### config.mk
export PLATFORM = sky130hd
export DESIGN_NAME = restoring_divider
export DESIGN_NICKNAME = d
export VERILOG_FILES = /design/src/rtl/arith_pkg.sv /design/src/rtl/div_datapath.sv /design/src/rtl/restoring_divider.sv
export SDC_FILE = /design/constraint.sdc
export NUM_CORES = 1
export LEC_CHECK = 0
export CAP_MARGIN = 20
export CORE_UTILIZATION = 43
export CTS_CLUSTER_SIZE = 20
export DETAILED_ROUTE_END_ITERATION = 10
export PLACE_DENSITY = 0.64
export SYNTH_ARGS = -nofsm -noshare
export SYNTH_HDL_FRONTEND = slang
export SYNTH_SLANG_ARGS = --single-unit
### constraint.sdc
create_clock -name clk -period 2.7 [get_ports clk]
set_input_delay 0.54 -clock clk [delete_from_list [all_inputs] [get_ports clk]]
set_output_delay 0.54 -clock clk [all_outputs]
set_load 0.02 [all_outputs]
### src/rtl/arith_pkg.sv
// Shared arithmetic-unit definitions: sequencer state codes and default width.
// Both the divider and the shift/add multiplier controls can import this.
package arith_pkg;

    localparam int W_DEF = 4;

    typedef enum logic [2:0] {
        S_IDLE  = 3'b000,
        S_SHIFT = 3'b001,
        S_SUB   = 3'b010,
        S_DONE  = 3'b011
    } state_t;

endpackage

### src/rtl/div_datapath.sv
// Restoring-divider datapath: A/Q/M registers, (W+1)-bit subtractor,
// iteration counter and the held quotient/remainder result registers.
module div_datapath
    import arith_pkg::*;
#(
    parameter int W = W_DEF
) (
    input  logic         clk,
    input  logic         reset,
    input  logic         load,
    input  logic         shift,
    input  logic         sub_step,
    input  logic         commit,
    input  logic         load_zero,
    input  logic [W-1:0] dividend,
    input  logic [W-1:0] divisor,
    output logic         borrow,
    output logic         last,
    output logic [W-1:0] quotient,
    output logic [W-1:0] remainder,
    output logic         div_by_zero
);

    localparam int CW = $clog2(W + 1);

    logic [W:0]    r_a;
    logic [W-1:0]  r_q;
    logic [W-1:0]  r_m;
    logic [CW-1:0] r_count;
    logic [W-1:0]  r_quot;
    logic [W-1:0]  r_rem;
    logic          r_dbz;

    logic [W+1:0]  w_diff;
    logic [W:0]    w_a_new;
    logic [W-1:0]  w_q_new;

    // Extra top bit of the difference acts as the borrow flag.
    assign w_diff  = {1'b0, r_a} - {2'b00, r_m};
    assign borrow  = w_diff[W+1];
    assign w_a_new = borrow ? r_a : w_diff[W:0];
    assign w_q_new = {r_q[W-1:1], ~borrow};
    assign last    = (r_count == CW'(1));

    always_ff @(posedge clk or posedge reset) begin
        if (reset) begin
            r_a     <= '0;
            r_q     <= '0;
            r_m     <= '0;
            r_count <= '0;
            r_quot  <= '0;
            r_rem   <= '0;
            r_dbz   <= 1'b0;
        end else begin
            if (load) begin
                r_a     <= '0;
                r_q     <= dividend;
                r_m     <= divisor;
                r_count <= CW'(W);
                r_dbz   <= 1'b0;
            end else if (shift) begin
                {r_a, r_q} <= {r_a[W-1:0], r_q, 1'b0};
            end else if (sub_step) begin
                r_a     <= w_a_new;
                r_q     <= w_q_new;
                r_count <= r_count - CW'(1);
            end
            if (commit) begin
                r_quot <= w_q_new;
                r_rem  <= w_a_new[W-1:0];
            end
            if (load_zero) begin
                r_quot <= '1;
                r_rem  <= dividend;
                r_dbz  <= 1'b1;
            end
        end
    end

    assign quotient    = r_quot;
    assign remainder   = r_rem;
    assign div_by_zero = r_dbz;

endmodule

### src/rtl/restoring_divider.sv
// Sequential unsigned restoring divider: start/done control FSM driving
// div_datapath, one quotient bit per shift/subtract pair.
module restoring_divider
    import arith_pkg::*;
#(
    parameter int W = W_DEF
) (
    input  logic         clk,
    input  logic         reset,
    input  logic         start,
    input  logic [W-1:0] dividend,
    input  logic [W-1:0] divisor,
    output logic [W-1:0] quotient,
    output logic [W-1:0] remainder,
    output logic         busy,
    output logic         done,
    output logic         div_by_zero
);

    state_t r_state;
    state_t w_next;

    logic w_load;
    logic w_shift;
    logic w_sub_step;
    logic w_commit;
    logic w_load_zero;
    logic w_borrow;
    logic w_last;

    always_ff @(posedge clk or posedge reset) begin
        if (reset) r_state <= S_IDLE;
        else       r_state <= w_next;
    end

    always_comb begin
        w_next      = r_state;
        w_load      = 1'b0;
        w_shift     = 1'b0;
        w_sub_step  = 1'b0;
        w_commit    = 1'b0;
        w_load_zero = 1'b0;
        busy        = 1'b0;
        done        = 1'b0;
        case (r_state)
            S_IDLE: begin
                if (start) begin
                    if (divisor != '0) begin
                        w_load = 1'b1;
                        w_next = S_SHIFT;
                    end else begin
                        w_load_zero = 1'b1;
                        w_next      = S_DONE;
                    end
                end
            end
            S_SHIFT: begin
                busy    = 1'b1;
                w_shift = 1'b1;
                w_next  = S_SUB;
            end
            S_SUB: begin
                busy       = 1'b1;
                w_sub_step = 1'b1;
                if (w_last) begin
                    w_commit = 1'b1;
                    w_next   = S_DONE;
                end else begin
                    w_next = S_SHIFT;
                end
            end
            S_DONE: begin
                busy   = 1'b1;
                done   = 1'b1;
                w_next = S_IDLE;
            end
            default: w_next = S_IDLE;
        endcase
    end

    div_datapath #(.W(W)) u_dp (
        .clk         (clk),
        .reset       (reset),
        .load        (w_load),
        .shift       (w_shift),
        .sub_step    (w_sub_step),
        .commit      (w_commit),
        .load_zero   (w_load_zero),
        .dividend    (dividend),
        .divisor     (divisor),
        .borrow      (w_borrow),
        .last        (w_last),
        .quotient    (quotient),
        .remainder   (remainder),
        .div_by_zero (div_by_zero)
    );

endmodule
Word-level counts from Yosys, hierarchy flattened
Index checks and enable logic that the tools add are counted.
Widths: inputs -> output; s select.
{"block": "op_classes", "bitwise": 1, "n_reduce_logical": 10, "add_sub_neg": 2, "eq_ne": 7, "n_mux": 32}
{"operator": "$mux 4", "count": 6}
{"operator": "$mux 5", "count": 4}
{"operator": "$mux 1", "count": 15}
{"operator": "$mux 3", "count": 4}
{"operator": "$pmux 3 s3", "count": 1}
{"operator": "$reduce_bool 2->1", "count": 4}
{"operator": "$eq 3x1->1 const B", "count": 2}
{"operator": "$eq 3x2->1 const B", "count": 2}
{"operator": "$sub 5x4->6", "count": 1}
{"operator": "$mux 2", "count": 2}
{"operator": "$reduce_and 2->1", "count": 2}
{"operator": "$reduce_bool 4->1", "count": 1}
{"operator": "$logic_not 3->1", "count": 1}
{"operator": "$ne 3x1->1 const B", "count": 1}
{"operator": "$reduce_bool 3->1", "count": 1}
{"operator": "$reduce_or 3->1", "count": 1}
{"operator": "$sub 3x1->3 const B", "count": 1}
{"operator": "$ne 2x1->1 const B", "count": 1}
{"operator": "$ne 2x2->1 const B", "count": 1}
{"operator": "$not 1->1", "count": 1}
{"block": "totals", "in_bits": 11, "output_inout_bits": 11, "word_cells": 62, "reg_bits": 28}

Logic depth before layout (Yosys ltp)
{"block": "logic_depth", "depth_word": 6, "ltp_mapped": 8, "ltp_nobuf": 8}

Cells and area by module
Synthesis repeated with hierarchy kept, for this count alone.
{"block": "hier_totals", "hier_cells": 174, "hier_area_um2": 1640.3}
{"module": "div_datapath", "seq_area_each_um2": 625.6, "cells_each": 159, "area_per_inst_um2": 1506.4, "n_inst": 1}
{"module": "restoring_divider", "seq_area_each_um2": 50.0, "cells_each": 15, "area_per_inst_um2": 133.9, "n_inst": 1}

Worst setup path before layout
No wires, ideal clock.
{"block": "synth_path", "path_kind": "register to register", "startpoint": "register r_state[0]", "endpoint": "register u_dp.r_rem[3], in the netlist u_dp.remainder[3]", "path_buffers": 1, "slack_ns": 0.844, "path_stages_with_launch": 8, "arrival_ns": 1.774, "period_less_slack_ns": 1.856, "required_time_ns": 2.618, "setup_time_ns": 0.082, "path_cell_list": "dfrtp_1 -> inv_1 -> ha_1 -> nand2_2 -> or2_0 -> buf_6 -> or4_1 -> a31oi_1"}
{"block": "synth_via", "elab_chain_len": 3, "elab_cells_between_ends": 6, "classes_between": "1 x eq/ne; 3 x mux; 2 x reduce/logical"}
{"element": "start, declared", "line": "restoring_divider.sv:20", "source": "state_t r_state;"}
{"element": "start signal, assigned", "line": "restoring_divider.sv:33", "source": "else r_state <= w_next;"}
{"element": "$eq 3x2->1 / $logic_not 3->1 (equally long branches)", "line": "restoring_divider.sv:45", "source": "case (r_state)"}
{"element": "$mux 1", "line": "restoring_divider.sv:45"}
{"element": "$reduce_bool 2->1 (no line) / $mux 4 (equally long branches)"}
{"element": "end signal, assigned", "line": "div_datapath.sv:70", "source": "r_rem <= w_a_new[W-1:0];"}
{"element": "end signal, assigned", "line": "div_datapath.sv:74", "source": "r_rem <= dividend;"}
{"element": "end, declared", "line": "div_datapath.sv:31", "source": "logic [W-1:0] r_rem;"}
Parallel ways exist; a longest one is shown, timed or not.
A chain may end at the register's enable or synchronous reset.

Final worst setup path
{"block": "layout_path", "startpoint": "register r_state[0]", "endpoint": "output busy"}
{"block": "layout_via", "elab_chain_len": 3, "elab_cells_between_ends": 5, "classes_between": "3 x eq/ne; 1 x mux; 1 x reduce/logical"}
{"element": "$eq 3x2->1 / $eq 3x1->1 (equally long branches)", "line": "restoring_divider.sv:45"}
{"element": "$reduce_or 3->1 (no line) *"}
{"element": "$mux 1 *", "line": "restoring_divider.sv:45"}
{"element": "end, declared", "line": "restoring_divider.sv:15", "source": "output logic busy,"}
Mark *: on every way between the ends. The rest lies on a longest branch, timed or not.

==> summary.md <==
| Metric | Value |
|---|---|
| Total GRT Usage | 0.196 |
| Storage element area | a little under 700 sq um |
| Crit path max fanout | 6 |
| Max Freq | approximately 440 MHz |
| Vias per inst | approximately 5.4 |
| Total of max-cap violations | 0 |
| Die X | 62.2 microns |
| Power per cell area | 1150 nW/um^2 |
| RSZ-0062 raised after global routing | false |
| Drt total wl | 3300 microns |
| Ys flop type | dfrtp_1 |
| Die area | a little under 4000 sq um |
| Status | completed |
| Row cnt | 21 |
| Fill cells | between 300 and 400 |
| Latest clock arrival within the worst-skew pair | roughly 320 ps |
| CTS Root Cell | clkbuf_4 |
| Max IR drop VDD | ~0.00064 V |
| Top cell type's share of synthesized area | 0.433 |
| Die Ht | 62.2 microns |
| Share of layout cells above drive strength 1 | 0.0573 |
| TritonCTS Buffers | 3 |
| Num ports | 22 |
| Clock tree from TritonCTS | yes |
| Cell taking the most area after synthesis | dfrtp_1 |
| CP Capture Type | output pin |
| Total number of H-tree levels | 1 |
| Final HPWL DP | between 2000 and 2500 microns |
| First-pass GRT wire length | between 6000 and 7000 microns |
| Slew Limit Fails | 0 |
| First-pass iteration count of the detailed router | 4 |
| Ys Warns | 0 |
| Hold WS | approximately 500 ps |
| Final core utilization | 0.540 |
| Total gr overflow | 0 |
| Final Skew | around 6.4 ps |
| # setup viols final | 0 |
| Layout area overhead | 18.3% |
| Total number of vias | between 1000 and 1500 |
| Core area | roughly 3400 sq um |
| Largest net degree at the start of global routing | 28 |
| Clock tree buffer depth | 2 |
| Multi-input gate area | 792 sq um |
| Final ANT Viol Nets | 0 |
| DRC viols | 0 |
| WS Path Type | reg2out |
| Cell Area, Synth | ~1600 sq um |
| Ranking of synthesized cells by area | dfrtp_1, ha_1, nand2_1, o21ai_0, mux2i_1 |
| Final hold viol count | 0 |
| Mapped Nets | 195 |
| Final Critical Period | 2280 ps |
| Data required time at the worst endpoint | between 2000 and 2500 ps |
| Clock sinks | 27 |
| Final TNS setup | 0 ps |
| Count of different cell masters after synthesis | 36 |
| Cells after synthesis | 170 |
| Worst slew pin tran | about 590 ps |
| Nets | between 200 and 250 |
| P_leak | between 0.8 and 0.9 nW |
| Relative slew slack | 0.606 |
| Critical path arrival | between 1500 and 2000 ps |
| Starting density of the core | 0.456 |
| Synth Register Bits | 27 |
| Diode count | 0 |
| Post-CTS Repair Setup Buffers | 0 |
| Vias in the first global route | around 1300 |
| Routability cong. | between 0.8 and 0.9 |
| Buffers on Ports | 21 |
| Async SR Flop Fraction | 1.00 |
| Post-Syn Area per Cell | between 9 and 10 sq um |
| CTS clk-pin slew, worst paths | approximately 140 ps |
| DR iter-0 viols | 40 |
| Post-synth EDFFs | 0 |
| Worst Setup Start Kind | register |
| Post-CTS Resized | 0 |
| Detailed-route wire length per cell | 13.9 microns |
| # hold bufs at CTS | 0 |
| Crit share post-route | 0.845 |
| Hold Path Class | reg2reg |
| Sequential area share after synthesis | 0.433 |
| Antenna violations before repair | 0 |
-- flip-flops by register name, indices dropped and copies added (netlist names) --
register / cells
u_dp.quotient: 4
u_dp.r_q: 4
u_dp.remainder: 4
u_dp.r_count: 3
u_dp.div_by_zero: 1
r_state: 2
u_dp.r_a: 5
u_dp.r_m: 4
-- worst max-delay path, cell delays in order, from the launching register on --
cell and delay, ps:
dfrtp_1 460, inv_1 110, ha_1 210, inv_1 50, clkdlybuf4s50_1 590
-- power breakdown --
group	leakage [nW]	total, mW	internal, mW	switching [mW]
Sequential	0.332	0.702	0.581	0.122
Combinational	0.493	1.24	0.552	0.685
Clock	0.0150	0.176	0.0579	0.118
Total	0.839	2.11	1.19	0.925
-- cells by family after synthesis --
family          after synthesis  synth area share
fa+ha+maj                    14             0.117
flops                        27             0.433
compound gates               39             0.157
xor+xnor                      2            0.0112
simple gates                 59             0.177
mux                           7            0.0457
buf+inv                      22            0.0586
-- metrics by stage --
stage | cells | setup WS (ps) | instance area [sq um] | total power [mW]
2_1_floorplan | 170 | 844 | 1560 | 1.57
3_3_place_gp | 234 | 348 | 1820 | 1.90
3_5_place_dp | 234 | 279 | 1820 | 1.94
4_1_cts | 238 | 385 | 1840 | 2.12
5_1_grt | 238 | 326 | 1840 | 2.32
6_report | 238 | 418 | 1840 | 2.11
-- cell type report --
type                            instances  share of cell area
Tap cell                               46              0.0312
Inverter                               16              0.0326
Clock buffer                            4              0.0142
Timing Repair Buffer                   24               0.126
Sequential cell                        27               0.366
Multi-Input combinational cell        121               0.429
-- cells in the mapped netlist, drive strengths merged, types with 2 or more instances --
master / instances
nor2b: 2
nand2b: 2
nor2: 10
o22ai: 3
o21ai: 14
a21oi: 5
dfrtp: 27
or4: 3
nand2: 27
buf: 2
ha: 13
nand4: 3
o211ai: 2
a31oi: 5
or2: 2
mux2i: 6
inv: 16
clkbuf: 4
o221ai: 3
nand3: 8
-- path summary, 6_finish.rpt --
kind                                endpoint  slack (ps)              from  cells after the start
max                                     busy         420        r_state[0]                      4
min                         u_dp.div_by_zero         500  u_dp.div_by_zero                      2
max reg2reg                u_dp.remainder[3]         600        r_state[0]                      6
min reg2reg                 u_dp.div_by_zero         500  u_dp.div_by_zero                      2
max in group asynchronous         r_state[0]        1880             reset                      3
min in group asynchronous        u_dp.r_a[0]         570             reset                      3
-- cell usage in the layout (no fill, tap or decap), types with 2 or more instances in the layout --
| cell type | count |
|---|---|
| nand2b_1 | 2 |
| or4_1 | 3 |
| mux2i_1 | 6 |
| clkbuf_4 | 3 |
| buf_4 | 3 |
| nand4_1 | 3 |
| nand3_1 | 8 |
| inv_1 | 16 |
| ha_1 | 13 |
| nor2b_1 | 2 |
| nor2_1 | 10 |
| nand2_1 | 26 |
| a31oi_1 | 5 |
| o221ai_1 | 3 |
| o21ai_0 | 14 |
| o211ai_1 | 2 |
| o22ai_1 | 3 |
| dfrtp_1 | 27 |
| a21oi_1 | 5 |
| clkdlybuf4s50_1 | 21 |
-- per-layer routing --
metal  routed length (microns)  track usage  up-vias
li1                          -            -      636
met2                      1580        0.327       24
met5                         0            0        -
met4                        61       0.0872        0
met1                      1560        0.251      608
met3                        91       0.0276        6
Power figures use the tool's default switching activity.
